<file path="config.mk">
export PLATFORM = sky130hd
export DESIGN_NAME = uart_tx_fifo
export DESIGN_NICKNAME = d
export VERILOG_FILES = /design/src/rtl/uart_tx_fifo.sv
export SDC_FILE = /design/constraint.sdc
export NUM_CORES = 1
export LEC_CHECK = 0
export BUFFER_PORTS_ARGS = -buffer_cell sky130_fd_sc_hd__buf_2
export CAP_MARGIN = 20
export CORE_MARGIN = 5
export CORE_UTILIZATION = 40
export CTS_CLUSTER_DIAMETER = 60
export DETAILED_ROUTE_END_ITERATION = 10
export GPL_ROUTABILITY_DRIVEN = 0
export GPL_TIMING_DRIVEN = 0
export HOLD_SLACK_MARGIN = 0.15
export SETUP_SLACK_MARGIN = 0.02
export SLEW_MARGIN = 15
export SYNTH_ARGS = -nofsm -noshare
export SYNTH_HDL_FRONTEND = slang
export SYNTH_SLANG_ARGS = --single-unit
</file>
<file path="constraint.sdc">
create_clock -name clk -period 2.3 [get_ports clk]
set_clock_uncertainty 0.05 [all_clocks]
set_input_delay 0 -clock clk [delete_from_list [all_inputs] [get_ports clk]]
set_output_delay 0 -clock clk [all_outputs]
set_load 0.05 [all_outputs]
</file>
<file path="src/rtl/uart_tx_fifo.sv">
`default_nettype none
// ============================================================================
// Module   : uart_tx_fifo
// Brief    : Buffered 8N1 UART transmitter; a small FIFO feeds an LSB-first
//            serialiser with back-to-back frames and a registered tx line.
// Revision : 1.0 - initial release
// ============================================================================
module uart_tx_fifo #(
    parameter int CLK_FREQ = 50_000_000,
    parameter int BAUD     = 115200,
    parameter int DEPTH    = 4
) (
    input  logic                   clk,
    input  logic                   reset,
    input  logic                   send,
    input  logic [7:0]             data,
    output logic                   ready,
    output logic                   tx,
    output logic                   busy,
    output logic [$clog2(DEPTH):0] count,
    output logic                   overflow
);

    localparam int c_CLKS_PER_BIT = CLK_FREQ / BAUD;
    localparam int c_BAUD_W       = (c_CLKS_PER_BIT > 1) ? $clog2(c_CLKS_PER_BIT) : 1;
    localparam int c_PTR_W        = $clog2(DEPTH);
    localparam int c_CNT_W        = c_PTR_W + 1;

    localparam logic [c_BAUD_W-1:0] c_BAUD_LAST = c_BAUD_W'(c_CLKS_PER_BIT - 1);
    localparam logic [c_CNT_W-1:0]  c_FULL      = c_CNT_W'(DEPTH);

    localparam logic [1:0] c_ST_IDLE  = 2'd0;
    localparam logic [1:0] c_ST_START = 2'd1;
    localparam logic [1:0] c_ST_DATA  = 2'd2;
    localparam logic [1:0] c_ST_STOP  = 2'd3;

    logic [7:0]          r_mem [DEPTH];
    logic [c_PTR_W-1:0]  r_wr_ptr;
    logic [c_PTR_W-1:0]  r_rd_ptr;
    logic [c_CNT_W-1:0]  r_count;
    logic [1:0]          r_state;
    logic [c_BAUD_W-1:0] r_baud_cnt;
    logic [2:0]          r_bit_idx;
    logic [7:0]          r_shift;
    logic                r_tx;
    logic                r_overflow;

    logic w_push;
    logic w_pop;
    logic w_bit_end;
    logic w_not_empty;

    // ready comes from the registered count only, so a same-cycle pop
    // never lets a full FIFO take another byte.
    assign ready       = (r_count != c_FULL);
    assign w_push      = send && ready;
    assign w_not_empty = (r_count != '0);
    assign w_bit_end   = (r_baud_cnt == c_BAUD_LAST);
    assign w_pop       = w_not_empty &&
                         ((r_state == c_ST_IDLE) || ((r_state == c_ST_STOP) && w_bit_end));

    assign tx       = r_tx;
    assign busy     = (r_state != c_ST_IDLE);
    assign count    = r_count;
    assign overflow = r_overflow;

    always_ff @(posedge clk) begin
        if (w_push) begin
            r_mem[r_wr_ptr] <= data;
        end
    end

    always_ff @(posedge clk or posedge reset) begin
        if (reset) begin
            r_wr_ptr   <= '0;
            r_rd_ptr   <= '0;
            r_count    <= '0;
            r_overflow <= 1'b0;
        end else begin
            r_overflow <= send && !ready;
            if (w_push) begin
                r_wr_ptr <= r_wr_ptr + c_PTR_W'(1);
            end
            if (w_pop) begin
                r_rd_ptr <= r_rd_ptr + c_PTR_W'(1);
            end
            case ({w_push, w_pop})
                2'b10:   r_count <= r_count + c_CNT_W'(1);
                2'b01:   r_count <= r_count - c_CNT_W'(1);
                default: r_count <= r_count;
            endcase
        end
    end

    always_ff @(posedge clk or posedge reset) begin
        if (reset) begin
            r_state    <= c_ST_IDLE;
            r_baud_cnt <= '0;
            r_bit_idx  <= 3'd0;
            r_shift    <= 8'd0;
            r_tx       <= 1'b1;
        end else begin
            case (r_state)
                c_ST_IDLE: begin
                    r_baud_cnt <= '0;
                    if (w_pop) begin
                        r_shift <= r_mem[r_rd_ptr];
                        r_tx    <= 1'b0;
                        r_state <= c_ST_START;
                    end
                end
                c_ST_START: begin
                    if (w_bit_end) begin
                        r_baud_cnt <= '0;
                        r_tx       <= r_shift[0];
                        r_bit_idx  <= 3'd0;
                        r_state    <= c_ST_DATA;
                    end else begin
                        r_baud_cnt <= r_baud_cnt + c_BAUD_W'(1);
                    end
                end
                c_ST_DATA: begin
                    if (w_bit_end) begin
                        r_baud_cnt <= '0;
                        if (r_bit_idx == 3'd7) begin
                            r_tx    <= 1'b1;
                            r_state <= c_ST_STOP;
                        end else begin
                            r_shift   <= {1'b0, r_shift[7:1]};
                            r_tx      <= r_shift[1];
                            r_bit_idx <= r_bit_idx + 3'd1;
                        end
                    end else begin
                        r_baud_cnt <= r_baud_cnt + c_BAUD_W'(1);
                    end
                end
                c_ST_STOP: begin
                    if (w_bit_end) begin
                        r_baud_cnt <= '0;
                        // Next start bit begins on the same edge the stop bit ends.
                        if (w_pop) begin
                            r_shift <= r_mem[r_rd_ptr];
                            r_tx    <= 1'b0;
                            r_state <= c_ST_START;
                        end else begin
                            r_state <= c_ST_IDLE;
                        end
                    end else begin
                        r_baud_cnt <= r_baud_cnt + c_BAUD_W'(1);
                    end
                end
                default: begin
                    r_baud_cnt <= '0;
                    r_tx       <= 1'b1;
                    r_state    <= c_ST_IDLE;
                end
            endcase
        end
    end

endmodule
`default_nettype wire

</file>
Yosys cells after proc, flatten, opt, wreduce, memory -nomap -nowiden
Memories as Yosys holds them, arrays and structs flattened.
Index checks and enable logic that the tools add are counted.
{"block": "totals", "mem_count": 1, "output_inout_bits": 7, "ramBits": 32, "in_bits": 11, "wordCells": 74, "ff_bits": 31}
{"name": "r_mem", "words": 4, "width": 8, "rd": 1, "rd_ports_with_merged_regs": 0, "wr": 1, "line_no": "37", "source": "logic [7:0] r_mem [DEPTH];"}
{"block": "op_classes", "n_mux": 27, "reduce_logical": 17, "n_eq_ne": 14, "add_sub_neg": 6}
{"cell": "$mux 8", "count": 4}
{"cell": "$pmux 8 s3", "count": 1}
{"cell": "$pmux 9 s2", "count": 1}
{"cell": "$ne 2x2->1 const B", "count": 6}
{"cell": "$pmux 3 s2", "count": 2}
{"cell": "$mux 2", "count": 5}
{"cell": "$add 9x1->9 const B", "count": 1}
{"cell": "$eq 9x9->1 const B", "count": 1}
{"cell": "$mux 3", "count": 3}
{"cell": "$mux 9", "count": 1}
{"cell": "$mux 1", "count": 8}
{"cell": "$pmux 2 s4", "count": 1}
{"cell": "$reduce_and 4->1", "count": 2}
{"cell": "$add 3x1->3 const B", "count": 2}
{"cell": "$eq 2x2->1 const B", "count": 3}
{"cell": "$reduce_bool 2->1", "count": 3}
{"cell": "$reduce_bool 3->1", "count": 2}
{"cell": "$reduce_and 5->1", "count": 1}
{"cell": "$add 2x1->2 const B", "count": 2}
{"cell": "$eq 2x1->1 const B", "count": 2}
{"cell": "$logic_and 1x1->1", "count": 4}
{"cell": "$pmux 1 s4", "count": 1}
{"cell": "$eq 3x3->1 const B", "count": 1}
{"cell": "$ne 3x3->1 const B", "count": 1}
{"cell": "other kinds (6)", "count": 6}

Depth between registers and ports, before layout
{"block": "depth", "word_depth": 7, "mapped_depth": 10, "ltp_nobuf": 10}

Worst setup path after synthesis
Ideal clock, no wire load.
{"block": "synth_timing", "path_kind": "register to register", "start": "register r_count[2], in the netlist count[2]", "end": "register r_count[2], in the netlist count[2]", "path_slack_ps": -395, "path_stages_with_launch": 9, "t_required_ps": 2098, "path_buffers": 0, "period_less_slack_ps": 2695, "arrival_ps": 2493, "setup_time_ps": 152, "cell_sequence": "dfrtp_1 > nand2_1 > nand2_1 > ha_1 > inv_1 > fa_1 > xor2_1 > nor2_1 > xor2_1"}
{"block": "synth_between", "elab_chain_len": 4, "elab_cells_between_ends": 10, "classes_between": "add/sub: 2; eq/ne: 3; mux: 1; reduce/logical: 4"}
{"item": "start, declared", "line_no": "40", "source": "logic [c_CNT_W-1:0] r_count;"}
{"item": "start signal, assigned", "line_no": "88", "source": "2'b10: r_count <= r_count + c_CNT_W'(1);"}
{"item": "start signal, assigned", "line_no": "89", "source": "2'b01: r_count <= r_count - c_CNT_W'(1);"}
{"item": "start signal, assigned", "line_no": "90", "source": "default: r_count <= r_count;"}
{"item": "$ne 3x3->1 *", "line_no": "55", "source": "assign ready = (r_count != c_FULL);"}
{"item": "named net ready", "line_no": "17", "source": "output logic ready,"}
{"item": "$logic_and 1x1->1 *", "line_no": "56", "source": "assign w_push = send && ready;"}
{"item": "$eq 2x1->1 / $eq 2x2->1 (equally long branches)", "line_no": "87", "source": "case ({w_push, w_pop})"}
{"item": "$pmux 3 s2 / $reduce_bool 2->1 (equally long branches)"}
The timed path passes the listed nets; every way through them passes the cells marked *.
A chain may end at the register's enable or synchronous reset.

Worst setup path after layout
{"block": "layout_timing", "start": "register r_baud_cnt[1]", "end": "register r_count[2], in the netlist count[2]"}
{"block": "layout_between", "elab_chain_len": 6, "elab_cells_between_ends": 8, "classes_between": "eq/ne: 3; mux: 1; reduce/logical: 4"}
{"item": "start, declared", "line_no": "42", "source": "logic [c_BAUD_W-1:0] r_baud_cnt;"}
{"item": "start signal, assigned", "line_no": "119", "source": "r_baud_cnt <= r_baud_cnt + c_BAUD_W'(1);"}
{"item": "start signal, assigned", "line_no": "134", "source": "r_baud_cnt <= r_baud_cnt + c_BAUD_W'(1);"}
{"item": "start signal, assigned", "line_no": "149", "source": "r_baud_cnt <= r_baud_cnt + c_BAUD_W'(1);"}
{"item": "$eq 9x9->1 *", "line_no": "58", "source": "assign w_bit_end = (r_baud_cnt == c_BAUD_LAST);"}
{"item": "$logic_and 1x1->1 *", "line_no": "60", "source": "((r_state == c_ST_IDLE) || ((r_state == c_ST_STOP) && w_bit_end));"}
{"item": "$logic_or 1x1->1 *", "line_no": "60"}
{"item": "$logic_and 1x1->1 *", "line_no": "59", "source": "assign w_pop = w_not_empty &&"}
{"item": "named net w_pop", "line_no": "49", "source": "logic w_pop;"}
{"item": "$eq 2x1->1 / $eq 2x2->1 (equally long branches)", "line_no": "87"}
{"item": "$pmux 3 s2 / $reduce_bool 2->1 (equally long branches)"}
Marks and branches as above.

==> impl_results.md <==
* Leak at roughly 0.0015 uW
* Avg Cell Area, Syn at 13.57 sq um
* EDFF count, synth at 32
* XOR/XNOR Fraction of Synth Area at 0.03779
* Mapped Nets at between 200 and 250
* HPWL after detailed placement at about 3.6 mm
* CP Capture Type: register
* Longest Clk Path Bufs at 2
* Final Total Pwr at slightly below 5000 uW
* Total negative setup slack at 0 ns
* Post-synth cell types at 46
* Synth top area share at 0.3189
* Die Y at 96.79 um
* Num CTS Buffers at 9
* Synth Instances at 222
* Pwr dens at between 1000 and 1500 nW/um^2
* Number of synthesized register bits at 63
* Logic gate share of total power at 0.402
* Peak supply drop at between 0.5 and 0.6 mV
* Placed Area at roughly 3200 sq um
* Fmax at 446.8 MHz
* Die area at 9368 sq um
* CP arrival at 2.45 ns
* Row cnt at 31
* Worst slew margin at 0.5480
* Dpl cells at 338
* Startpoint Class: register
* Final WL at 5.411 mm
* Initial core utilization at 0.4132
* WHS at between 0.2 and 0.3 ns
* CP Class: register to register
* Sequential element share of the synthesized area at 0.5768
* Synthesis-to-layout area growth at 20.97%
* Synth area leader: edfxtp_1
* Area of the multi-input gates at roughly 1200 sq um
* Initial antenna violation count at 0
* Final Critical Period at 2.238 ns
* Root buffer cell: clkbuf_8
* FFs w/ async S/R, synth at 0.4921
* Seq pwr share at 0.360
* CTS clock-pin slew for the worst setup and hold paths at 0.08 ns
* Pins Over Slew Limit at 0
* FILL cells at 660
* Mux share of post-synthesis cell area at 0.07766
* Final Non-Filler Cells at 369
* Psw at 1822 uW
* CTS tree: done
* Largest family of logic cells by synthesized area: simple AND/OR/NAND/NOR gates
* CP Max Fanout at 3
* DRT Pass-1 Iters at 4
* Num ports at 18
* Grt ovf at 0
* Max cap viols at 0
* Most common cell after layout, fill and taps aside: edfxtp_1
* Skew-Pair Late Insertion Delay at 0.34 ns
* # setup viols final at 0
* Slew @ Worst Pin at 0.6770 ns
* Post-route ant nets at 0
* Final Instance Area at 3645 sq um
* Seq. cell area at 1744 sq um
* Mapped Area at between 3000 and 4000 sq um
* Vias in the first global route at 1840
* Fin crit share at 0.9732
* Layout Nets at 290
* PortBufs at 17
* Internal power at about 3100 uW
* Sw frac at 0.3674
* 1st-iter DRT viols at 84
* Clock power share at 0.238
* Global-route wire length before repair at slightly above 9 mm
* Clk sinks at 63
* Layout cells sized above 1 at 0.3074
* Core ar. at 7292 sq um
* Synthesis Warnings at 0
* GRT Util Overall at 0.1239
* RSZ-0062 raised after global routing: true
* Die width at 96.79 um
* Vias at 1832
* Ys flop type: edfxtp_1
* Setup slack, reg-to-reg at a little over 0.06 ns
* Leading cell types in the layout, fill and taps excluded: edfxtp_1 (32), dfrtp_1 (25), inv_1 (19), nor2_1 (19), buf_2 (17)
* Status: finished clean
* Vias/cell at 4.965
* Ranking of synthesized cells by area: edfxtp_1 (32%), dfrtp_1 (25%), mux4_2 (6.0%), ha_1 (5.4%), inv_1 (2.9%)
* Number of remaining DRC errors at 0
* Largest net degree at the start of global routing at 32
* HP Class: input port to asynchronous set/reset pin
* Max H-tree Level at 3
* Synth Area in Compound Gates at 0.08887
* Simple-gate share of the synthesized area at 0.1208
* Req. time, crit path at 2.51 ns
* Area share of fa/ha/maj cells after synthesis at 0.06063
* Final hold violations at 0
* WL/cell at 14.66 um
* ANT cells at 0
==> path summary, 6_finish.rpt <==
check	endpoint	cells after the start	startpoint
setup / recovery	count[2]$_DFFE_PP0P_	10	r_baud_cnt[1]$_DFF_PP0_
hold / removal	count[0]$_DFFE_PP0P_	3	reset
setup reg to reg	count[2]$_DFFE_PP0P_	10	r_baud_cnt[1]$_DFF_PP0_
hold reg to reg	r_shift[7]$_DFFE_PP0P_	1	r_shift[7]$_DFFE_PP0P_
max in group asynchronous	count[2]$_DFFE_PP0P_	3	reset
min in group clk	r_mem[1][5]$_DFFE_PP_	2	data[5]
==> per-stage QoR <==
| stage | util | worst slack [ns] |
|---|---|---|
| 3_3_place_gp | 0.4427 | -0.3251 |
| 3_5_place_dp | 0.4427 | -0.3291 |
| 5_1_grt | 0.4998 | -0.08111 |
| 6_report | 0.4998 | 0.06175 |
| 4_1_cts | 0.4947 | 0.02090 |
| 2_1_floorplan | - | -0.05825 |
==> metal layers <==
layer	GRT usage	share of wire	up-vias	routed length (um)
met1	0.1643	0.47	891	2547
li1	-	-	896	-
met3	0.02878	0.033	12	179
met4	0.06156	0.021	0	112
met5	0	0	-	0
met2	0.1906	0.48	33	2571
==> logic make-up after synthesis <==
logic type               Yosys count
AO/OA/AOI/OAI                     31
multiplexers                      13
XOR/XNOR                          13
buffers and inverters             26
AND/OR/NAND/NOR                   62
adder cells (fa/ha/maj)           14
flip-flops                        63
==> cells in the mapped netlist, types with 2 or more instances <==
cell type,count
edfxtp_1,32
buf_4,2
a31oi_1,2
xor2_1,4
o32ai_1,4
a22o_2,3
nor2_1,19
nand2_1,13
dfrtp_1,30
and3_1,5
o21ai_0,4
a21oi_1,6
inv_1,23
ha_1,13
a32oi_1,3
or2_2,2
mux2_2,3
nor3_1,2
xnor2_1,9
nand3_1,6
a21boi_0,2
mux4_2,8
mux2i_1,2
nor2b_1,3
==> critical path: stages, from the launching register on <==
cell and delay, ns:
dfrtp_1 0.41, inv_2 0.07, ha_4 0.13, nand4b_4 0.13
o32ai_4 0.33, ha_2 0.25, inv_2 0.04, fa_2 0.32
xor2_1 0.14, nor2_1 0.12, xor2_1 0.14
==> area by class of cell <==
| type | instances | share of cell area |
|---|---|---|
| inverters | 23 | 0.02369 |
| plain buffers | 3 | 0.007209 |
| repair buffers | 32 | 0.06111 |
| clock buffers | 9 | 0.03399 |
| clock inverters | 7 | 0.03296 |
| multi-input cells | 133 | 0.3285 |
| well taps | 99 | 0.03399 |
| flip-flops and latches | 63 | 0.4785 |
==> registers in the layout, indices dropped and copies added (netlist names) <==
name / flops
r_shift: 8
tx: 1
r_state: 2
r_wr_ptr: 2
count: 3
r_bit_idx: 3
overflow: 1
r_mem: 32
r_baud_cnt: 9
r_rd_ptr: 2
==> power by group through the flow <==
| stage | clock network (uW) | logic (uW) | registers [uW] |
|---|---|---|---|
| final | 1180 | 1990 | 1790 |
| after global routing | 1260 | 2230 | 1820 |
| after CTS | 1200 | 1970 | 1780 |
| after detailed placement | 0 | 1900 | 1790 |
| after global placement | 0 | 1870 | 1780 |
| after floorplan | 0 | 1380 | 1880 |
==> what timing repair did <==
action	CTS	global route
buffers inserted	2	3
hold buffers	10	0
pin swaps	2	3
endpoints found under the hold margin	66	0
gates resized for setup	5	7
setup endpoints to repair	2	1
No activity file was read; power rests on OpenSTA's default activity.
